<file path="src/rtl/dmem_lane_arbiter_if.sv">
// One issue lane's request/response bundle toward the shared data-memory arbiter.
// master = lane datapath side, slave = arbiter side.
interface dmem_lane_arbiter_if #(
   parameter int AW = 32,
   parameter int DW = 32
);
   logic          req;
   logic          we;
   logic [AW-1:0] addr;
   logic [DW-1:0] wdata;
   logic          gnt;
   logic          stall;
   logic          rvalid;

   modport master (
      output req, we, addr, wdata,
      input  gnt, stall, rvalid
   );

   modport slave (
      input  req, we, addr, wdata,
      output gnt, stall, rvalid
   );
endinterface

</file>
<file path="src/rtl/dmem_lane_arbiter.sv">
// Round-robin share of one data-memory port between two issue lanes; grant is combinational,
// load data returns RD_LAT cycles after grant; the losing lane is stalled and must hold its request.
module dmem_lane_arbiter #(
   parameter int AW     = 32,
   parameter int DW     = 32,
   parameter int RD_LAT = 1,
   parameter int CNT_W  = 16
) (
   input  logic                 clk,
   input  logic                 reset,
   dmem_lane_arbiter_if.slave   l0,
   dmem_lane_arbiter_if.slave   l1,
   output logic                 mem_en,
   output logic                 mem_we,
   output logic [AW-1:0]        mem_addr,
   output logic [DW-1:0]        mem_wdata,
   input  logic [DW-1:0]        mem_rdata,
   output logic [DW-1:0]        rdata,
   output logic [CNT_W-1:0]     conflict_cnt
);

   logic              prio;
   logic              gnt0;
   logic              gnt1;
   logic [RD_LAT-1:0] tag_vld;
   logic [RD_LAT-1:0] tag_lane;
   logic [CNT_W-1:0]  cnt;

   // Grants are forced low while reset is held so nothing reaches memory during reset.
   always_comb begin
      gnt0      = reset & l0.req & (~l1.req | ~prio);
      gnt1      = reset & l1.req & (~l0.req | prio);
      mem_en    = gnt0 | gnt1;
      mem_we    = 1'b0;
      mem_addr  = '0;
      mem_wdata = '0;
      if (gnt0) begin
         mem_we    = l0.we;
         mem_addr  = l0.addr;
         mem_wdata = l0.wdata;
      end else if (gnt1) begin
         mem_we    = l1.we;
         mem_addr  = l1.addr;
         mem_wdata = l1.wdata;
      end
   end

   assign l0.gnt   = gnt0;
   assign l1.gnt   = gnt1;
   assign l0.stall = l0.req & ~gnt0;
   assign l1.stall = l1.req & ~gnt1;

   assign l0.rvalid    = tag_vld[RD_LAT-1] & ~tag_lane[RD_LAT-1];
   assign l1.rvalid    = tag_vld[RD_LAT-1] & tag_lane[RD_LAT-1];
   assign rdata        = mem_rdata;
   assign conflict_cnt = cnt;

   // Priority passes to the lane that did not just win; idle cycles leave it alone.
   always_ff @(posedge clk or negedge reset) begin
      if (!reset) begin
         prio <= 1'b0;
      end else if (mem_en) begin
         prio <= gnt0;
      end
   end

   // Tag pipe mirrors the memory read latency and names the lane owed each return.
   always_ff @(posedge clk or negedge reset) begin
      if (!reset) begin
         tag_vld  <= '0;
         tag_lane <= '0;
      end else begin
         tag_vld[0]  <= mem_en & ~mem_we;
         tag_lane[0] <= gnt1;
         for (int i = 1; i < RD_LAT; i++) begin
            tag_vld[i]  <= tag_vld[i-1];
            tag_lane[i] <= tag_lane[i-1];
         end
      end
   end

   always_ff @(posedge clk or negedge reset) begin
      if (!reset) begin
         cnt <= '0;
      end else if (l0.req && l1.req && (cnt != '1)) begin
         cnt <= cnt + CNT_W'(1);
      end
   end

endmodule

</file>
<file path="src/flat_wrapper.sv">
// flat-port wrapper written by rule: the top's interface ports become plain ports
module dmem_lane_arbiter_flat 
#(
   parameter int AW     = 32,
   parameter int DW     = 32,
   parameter int RD_LAT = 1,
   parameter int CNT_W  = 16
)
  (clk, reset, mem_en, mem_we, mem_addr, mem_wdata, mem_rdata, rdata, conflict_cnt, l0_req, l0_we, l0_addr, l0_wdata, l0_gnt, l0_stall, l0_rvalid, l1_req, l1_we, l1_addr, l1_wdata, l1_gnt, l1_stall, l1_rvalid);
  dmem_lane_arbiter_if #(.AW(AW), .DW(DW)) l0_i ();
  dmem_lane_arbiter_if #(.AW(AW), .DW(DW)) l1_i ();
  input  logic clk;
  input  logic reset;
  output logic mem_en;
  output logic mem_we;
  output logic [AW-1:0] mem_addr;
  output logic [DW-1:0] mem_wdata;
  input  logic [DW-1:0] mem_rdata;
  output logic [DW-1:0] rdata;
  output logic [CNT_W-1:0] conflict_cnt;
  input wire logic [$bits(l0_i.req)-1:0] l0_req;
  input wire logic [$bits(l0_i.we)-1:0] l0_we;
  input wire logic [$bits(l0_i.addr)-1:0] l0_addr;
  input wire logic [$bits(l0_i.wdata)-1:0] l0_wdata;
  output wire logic [$bits(l0_i.gnt)-1:0] l0_gnt;
  output wire logic [$bits(l0_i.stall)-1:0] l0_stall;
  output wire logic [$bits(l0_i.rvalid)-1:0] l0_rvalid;
  input wire logic [$bits(l1_i.req)-1:0] l1_req;
  input wire logic [$bits(l1_i.we)-1:0] l1_we;
  input wire logic [$bits(l1_i.addr)-1:0] l1_addr;
  input wire logic [$bits(l1_i.wdata)-1:0] l1_wdata;
  output wire logic [$bits(l1_i.gnt)-1:0] l1_gnt;
  output wire logic [$bits(l1_i.stall)-1:0] l1_stall;
  output wire logic [$bits(l1_i.rvalid)-1:0] l1_rvalid;
  assign l0_i.req = l0_req;
  assign l0_i.we = l0_we;
  assign l0_i.addr = l0_addr;
  assign l0_i.wdata = l0_wdata;
  assign l0_gnt = l0_i.gnt;
  assign l0_stall = l0_i.stall;
  assign l0_rvalid = l0_i.rvalid;
  assign l1_i.req = l1_req;
  assign l1_i.we = l1_we;
  assign l1_i.addr = l1_addr;
  assign l1_i.wdata = l1_wdata;
  assign l1_gnt = l1_i.gnt;
  assign l1_stall = l1_i.stall;
  assign l1_rvalid = l1_i.rvalid;
  dmem_lane_arbiter #(.AW(AW), .DW(DW), .RD_LAT(RD_LAT), .CNT_W(CNT_W)) u_core (.clk(clk), .reset(reset), .l0(l0_i), .l1(l1_i), .mem_en(mem_en), .mem_we(mem_we), .mem_addr(mem_addr), .mem_wdata(mem_wdata), .mem_rdata(mem_rdata), .rdata(rdata), .conflict_cnt(conflict_cnt));
endmodule
</file>
<file path="config.mk">
export PLATFORM = sky130hd
export DESIGN_NAME = dmem_lane_arbiter_flat
export DESIGN_NICKNAME = d
export VERILOG_FILES = /design/src/rtl/dmem_lane_arbiter_if.sv /design/src/rtl/dmem_lane_arbiter.sv /design/src/flat_wrapper.sv
export SDC_FILE = /design/constraint.sdc
export NUM_CORES = 1
export LEC_CHECK = 0
export ABC_AREA = 1
export ABC_CLOCK_PERIOD_IN_PS = 2900
export CORE_AREA = 2 2 110 112
export DETAILED_ROUTE_END_ITERATION = 6
export DIE_AREA = 0 0 112 114
export PLACE_DENSITY_LB_ADDON = 0.2
export SLEW_MARGIN = 25
export SYNTH_ARGS = -nofsm -noshare
export SYNTH_HDL_FRONTEND = slang
export SYNTH_SLANG_ARGS = --single-unit
</file>
<file path="constraint.sdc">
create_clock -name clk -period 2.9 [get_ports clk]
set_input_delay 0.58 -clock clk [delete_from_list [all_inputs] [get_ports clk]]
set_output_delay 0.58 -clock clk [all_outputs]
set_load 0.05 [all_outputs]
</file>
# ---- After elaboration in Yosys (flattened, before gate mapping)
# Index checks and enable logic that the tools add are counted.
dict set report totals {
  mem_bits_rw 0
  rom_bits 0
  input_bits 166
  latch_bits 0
  memories 0
  word_cells 33
  out_inout_bits 120
  register_bits 19
}
dict set report op_classes {
  eq_ne 1
  bitwise 19
  n_mul 0
  add_sub_neg 1
  n_reduce_logical 2
  magnitude_cmp 0
  n_div 0
  mux 6
  shift 0
}
# op count
set op_table {}
lappend op_table {{$mux W32} 4}
lappend op_table {{$add A16 B1 Y16 const B} 1}
lappend op_table {{$ne A16 B16 Y1 const B} 1}
lappend op_table {{$and A1 B1 Y1} 9}
lappend op_table {{$not A1 Y1} 7}
lappend op_table {{$or A1 B1 Y1} 3}
lappend op_table {{$logic_and A1 B1 Y1} 2}
lappend op_table {{$mux W1} 2}

# ---- Longest topological paths before layout
dict set report logic_depth {
  word_depth 7
  depth_mapped 10
  ltp_nobuf 9
}

# ---- Least setup slack after synthesis
# Ideal clock, no wire load.
dict set report synth_timing {
  path_kind {input -> output}
  from {input l1_req}
  to {output l0_stall}
  slack_ps 603
  path_buffers 1
  path_stages 5
  arrival_time_ps 1717
  path_cell_list {nand2_1 > nand3_1 > inv_2 > buf_2 > nor2_1}
}
dict set report synth_via {
  elab_chain_len 5
}
# item line
set synth_rtl {}
lappend synth_rtl {{start, declared} flat_wrapper.sv:28} ;# input wire logic [$bits(l1_i.req)-1:0] l1_req;
lappend synth_rtl {{$not A1 Y1} dmem_lane_arbiter.sv:31} ;# gnt0 = reset & l0.req & (~l1.req | ~prio);
lappend synth_rtl {{$or A1 B1 Y1} dmem_lane_arbiter.sv:31}
lappend synth_rtl {{$and A1 B1 Y1} dmem_lane_arbiter.sv:31}
lappend synth_rtl {{via l0_gnt} flat_wrapper.sv:25} ;# output wire logic [$bits(l0_i.gnt)-1:0] l0_gnt;
lappend synth_rtl {{$not A1 Y1} dmem_lane_arbiter.sv:50} ;# assign l0.stall = l0.req & ~gnt0;
lappend synth_rtl {{$and A1 B1 Y1} dmem_lane_arbiter.sv:50}
lappend synth_rtl {{end, declared} flat_wrapper.sv:26} ;# output wire logic [$bits(l0_i.stall)-1:0] l0_stall;
# The timed path passes the listed nets, and every way through them passes these cells.

# ---- Worst setup path after layout
dict set report layout_timing {
  from {input reset}
  to {output mem_wdata[4]}
}
dict set report layout_via {
  elab_chain_len 4
}
# item line
set layout_rtl {}
lappend layout_rtl {{start, declared} flat_wrapper.sv:13} ;# input logic reset;
lappend layout_rtl {{$and A1 B1 Y1 (2 in series)} dmem_lane_arbiter.sv:32} ;# gnt1 = reset & l1.req & (~l0.req | prio);
lappend layout_rtl {{$mux W32} dmem_lane_arbiter.sv:41} ;# end else if (gnt1) begin
lappend layout_rtl {{$mux W32 (*)} dmem_lane_arbiter.sv:37} ;# if (gnt0) begin
lappend layout_rtl {{end, declared} flat_wrapper.sv:17} ;# output logic [DW-1:0] mem_wdata;
# Every way passes the cells marked *; elsewhere a longest branch is shown, timed or not.

==> flow_results.org <==
** Outcome
- Outcome :: finished clean

** Power and ir drop
- Worst IR drop on VDD :: between 0.00015 and 0.0002 V
- The analysis attributes to cell leakage a power of about 2.1 nW.
- Power density over the cells :: between 300 and 400 nW/um^2
- Total Power Consumption :: ~0.0019 W

** Final layout
- The number of antenna diodes in the final layout is 0.
- Post-layout utilization of the core :: 0.421
- Of the cells placed in the final design, the portion with a size suffix greater than 1 is 0.192.
- Relative to the synthesized area, the layout overhead comes to 143%.
- At the end of the flow, the number of nets in the layout was roughly 630.
- After routing the design area is slightly below 5000 sq um.

** Worst hold path
- Counting instances, the worst hold path has a depth of 2.
- Beginning of the worst hold path :: u_core.conflict_cnt[14]
- Kind of path behind the tightest hold check :: flop to flop

** Timing
- Final total negative setup slack :: 0 ns
- Slew Limit Fails :: 0
- Relative slew margins :: 0.625
- Post-route fraction of the period consumed by the critical path :: 0.961
- The final number of hold-violating endpoints was 0.
- Crit path time final :: between 2 and 3 ns
- At the pin with the least slew margin, the transition time is about 0.56 ns.
- Setup violations remaining at the end of the flow were counted as 0.
- On the final layout, the worst clock skew is between 0.002 and 0.0025 ns.
- Setup repair after global routing left no endpoint under its margin.
- Based on the critical path, the design can be clocked at up to about 360 MHz.

** Critical path
- Along the worst path, the maximum fanout reaches 34.
- RR Endpoint :: u_core.conflict_cnt[6]
- The critical path is of the input port to output pin type.
- Together, buffers and inverters on the worst path number 4.
- Largest delay share family, worst path :: buffers and inverters
- For the worst setup path, the data required time is roughly 2.3 ns.
- Worst reg2reg path startpoint :: u_core.conflict_cnt[0]
- The setup check on the worst reg-to-reg path leaves a slack of about 1.1 ns.
- Cell repeated most along the worst path :: buf_12
- The slowest stage of the critical path is the clkdlybuf4s50_1 cell.
- On the worst path, the slowest cell contributes a delay of 0.57 ns.
- Counting buffers and inverters, the worst setup path is 6 cells deep.
- Arrival time at the worst endpoint :: approximately 2.2 ns
- Worst setup path endpoint :: mem_wdata[4]
- Critical path endpoint category :: output pin
- Kind of start point of the critical path :: input port
- Critical path cell sequence :: clkdlybuf4s50_1 -> nand3_1 -> inv_2 -> buf_12 -> a22o_1 -> buf_12
- In this run the worst setup path begins at reset.
- Worst reg2reg path depth :: 9

** Clocking
- Clock Latency Late Sink :: approximately 0.25 ns
- Total clock buffers created by CTS :: 3
- Clock transition at the registers of the reported paths :: around 0.060 ns
- The root buffer cell chosen for the clock tree is clkbuf_16.
- Hold buffer count at cts :: 0
- Clock tree from TritonCTS :: yes
- Clock tree synthesis found a total of 19 sinks.
- The number of gates resized after CTS was 0.
- Clock H-tree levels :: 1
- In this run the deepest clock path goes through 2 buffers.
- Once the clock tree was built, the setup fixing pass inserted 0 buffers.

** Synthesis
- Area of the mapped netlist :: 2030 sq um
- For this run, the register share of the synthesized area comes to 0.234.
- The Yosys step of the flow raised 0 warnings.
- Synth cell types :: 23
- The synthesized design contains 19 register bits.
- Post-synthesis average cell area :: ~7.2 sq um
- Synthesized instance count :: ~280
- Synthesis produced a netlist with a net count of approximately 450.

** Floorplanning
- The floorplan step set the die height to roughly 110 um.
- Number of placement rows :: 40
- From left edge to right edge, the die measures ~110 um.
- The floorplan step defined a die boundary enclosing between 10000 and 15000 sq um.
- The initial utilization of the core area, before any placement, comes to 0.173.
- about 290 I/O pins were placed.
- Placeable Area :: ~12000 sq um

** Drt
- Drt wl/cell :: 19.8 um
- Met1 layer wirelength in the final routing :: about 4000 um
- The detailed router placed about 2700 vias in this run.
- Summed over all nets, wire length on met2 after detailed routing comes to around 7000 um.
- Via-per-instance ratio :: 4.35
- Detailed Route WL :: ~12000 um
- The detail route stage leaves a number of antenna-violating nets equal to 0.
- Iter 0 DRT Violations :: 94
- For this run, design rule violations remaining after detail routing come to 0.
- After detailed routing, no signal wire sits above met4.
- The first detailed-routing pass took 4 iterations.
- In the detailed route, the total length drawn on met3 is around 1100 um.

** Job
- The tool flagged a number of max-cap violations equal to 0.

** GRT
- The number of antenna violations at the first check in global routing came to 0.
- Via count of the first global-routing pass :: ~2600
- Entering global routing, the biggest net connects 47 pins.
- Global routing usage summed across all routing layers :: 0.175
- The first global-routing pass estimated around 16000 um of wire.
- Overall overflow remaining after global route :: 0

** Place
- After detailed placement, the total cell area comes to between 4000 and 5000 sq um.
- IO Port Bufs :: about 220
- Post-detail-place hpwl :: ~11000 um
- The congestion estimate from routability-driven global placement came to 0.794.
## per-stage QoR
step           hold slack [ns]  worst slack [ns]  std cells
6_report                 0.543             0.114        611
5_1_grt                  0.592            0.0761        611
4_1_cts                  0.543            0.0987        611
3_5_place_dp             0.530             0.109        607
3_3_place_gp             0.526             0.149        607
2_1_floorplan            0.284             0.603        281
## logic make-up after synthesis
family | after synthesis | share of synthesized area
DFF | 19 | 0.234
AOI/OAI and AO/OA | 70 | 0.291
buffers and inverters | 67 | 0.199
and+or+nand+nor | 118 | 0.244
adders and majority gates | 1 | 0.00616
xor gates and xnor gates | 6 | 0.0259
## layer usage
layer / GRT usage / up-vias
met5: 0 / -
met1: 0.179 / 1215
li1: - / 1294
met4: 0.0179 / 0
met3: 0.0579 / 4
met2: 0.356 / 144
## Yosys cell counts
cell type / number / area share
a21oi_1: 1 / 0.0025
nand2_1: 82 / 0.15
dfrtp_1: 19 / 0.23
o21ai_0: 5 / 0.012
xor2_1: 3 / 0.013
nor2_1: 19 / 0.035
nor2_4: 2 / 0.011
buf_4: 33 / 0.12
nor2_2: 2 / 0.0062
a22o_1: 64 / 0.28
clkbuf_1: 1 / 0.0018
nand3_1: 7 / 0.017
ha_1: 1 / 0.0062
xnor2_1: 3 / 0.013
nand3b_1: 3 / 0.011
nand4_1: 1 / 0.0031
nand3_2: 1 / 0.0049
buf_2: 13 / 0.032
nand2_2: 1 / 0.0031
clkinv_2: 1 / 0.0025
buf_8: 1 / 0.0074
inv_1: 15 / 0.028
inv_2: 3 / 0.0055
## worst reg2reg max path: stages, from the launching register on
cell	delay [ns]
dfrtp_1	0.42
ha_1	0.25
nand3_2	0.13
inv_2	0.05
nand2_2	0.07
nor2_4	0.04
nor2_4	0.32
clkinv_2	0.29
nand2_1	0.12
nand2_1	0.05
## flip-flops by register name, summed over array words and instances (netlist names)
signal	flops
u_core.conflict_cnt	16
u_core.prio	1
u_core.tag_lane	1
u_core.tag_vld	1
## placed cells by master (no fill, tap or decap)
cell type	instances
a21oi_1	1
a22o_1	64
buf_12	71
buf_4	5
clkbuf_1	1
clkbuf_16	3
clkdlybuf4s50_1	151
clkinv_2	1
dfrtp_1	19
ha_1	1
inv_1	15
inv_2	3
nand2_1	82
nand2_2	1
nand3_1	7
nand3_2	1
nand3b_1	3
nand4_1	1
nor2_1	19
nor2_2	2
nor2_4	2
o21ai_0	5
xnor2_1	3
xor2_1	3
## cell type report
cell class	instances	area [sq um]
inverter	19	72.6
tap	147	184
multi-input combinational	195	1150
sequential	19	475
timing repair buffer	227	2970
fill	1154	6780
clock buffer	4	78.8
## report_power, final
group / switching [W] / total, W / internal (W) / leakage (nW)
sequential: 0.0000479 / 0.000346 / 0.000298 / 0.254
clock: 0.000104 / 0.000292 / 0.000187 / 0.0382
combinational: 0.000633 / 0.00122 / 0.000591 / 1.79
total: 0.000786 / 0.00186 / 0.00108 / 2.09
## worst min-delay path by stage
stage	end	slack, ns
2_1_floorplan	u_core.conflict_cnt[0]	0.28
3_3_place_gp	u_core.conflict_cnt[14]	0.53
3_5_place_dp	u_core.conflict_cnt[14]	0.53
4_1_cts	u_core.conflict_cnt[14]	0.54
5_1_grt	u_core.prio	0.59
6_report	u_core.conflict_cnt[14]	0.54
(Power assumes the default switching activity.)
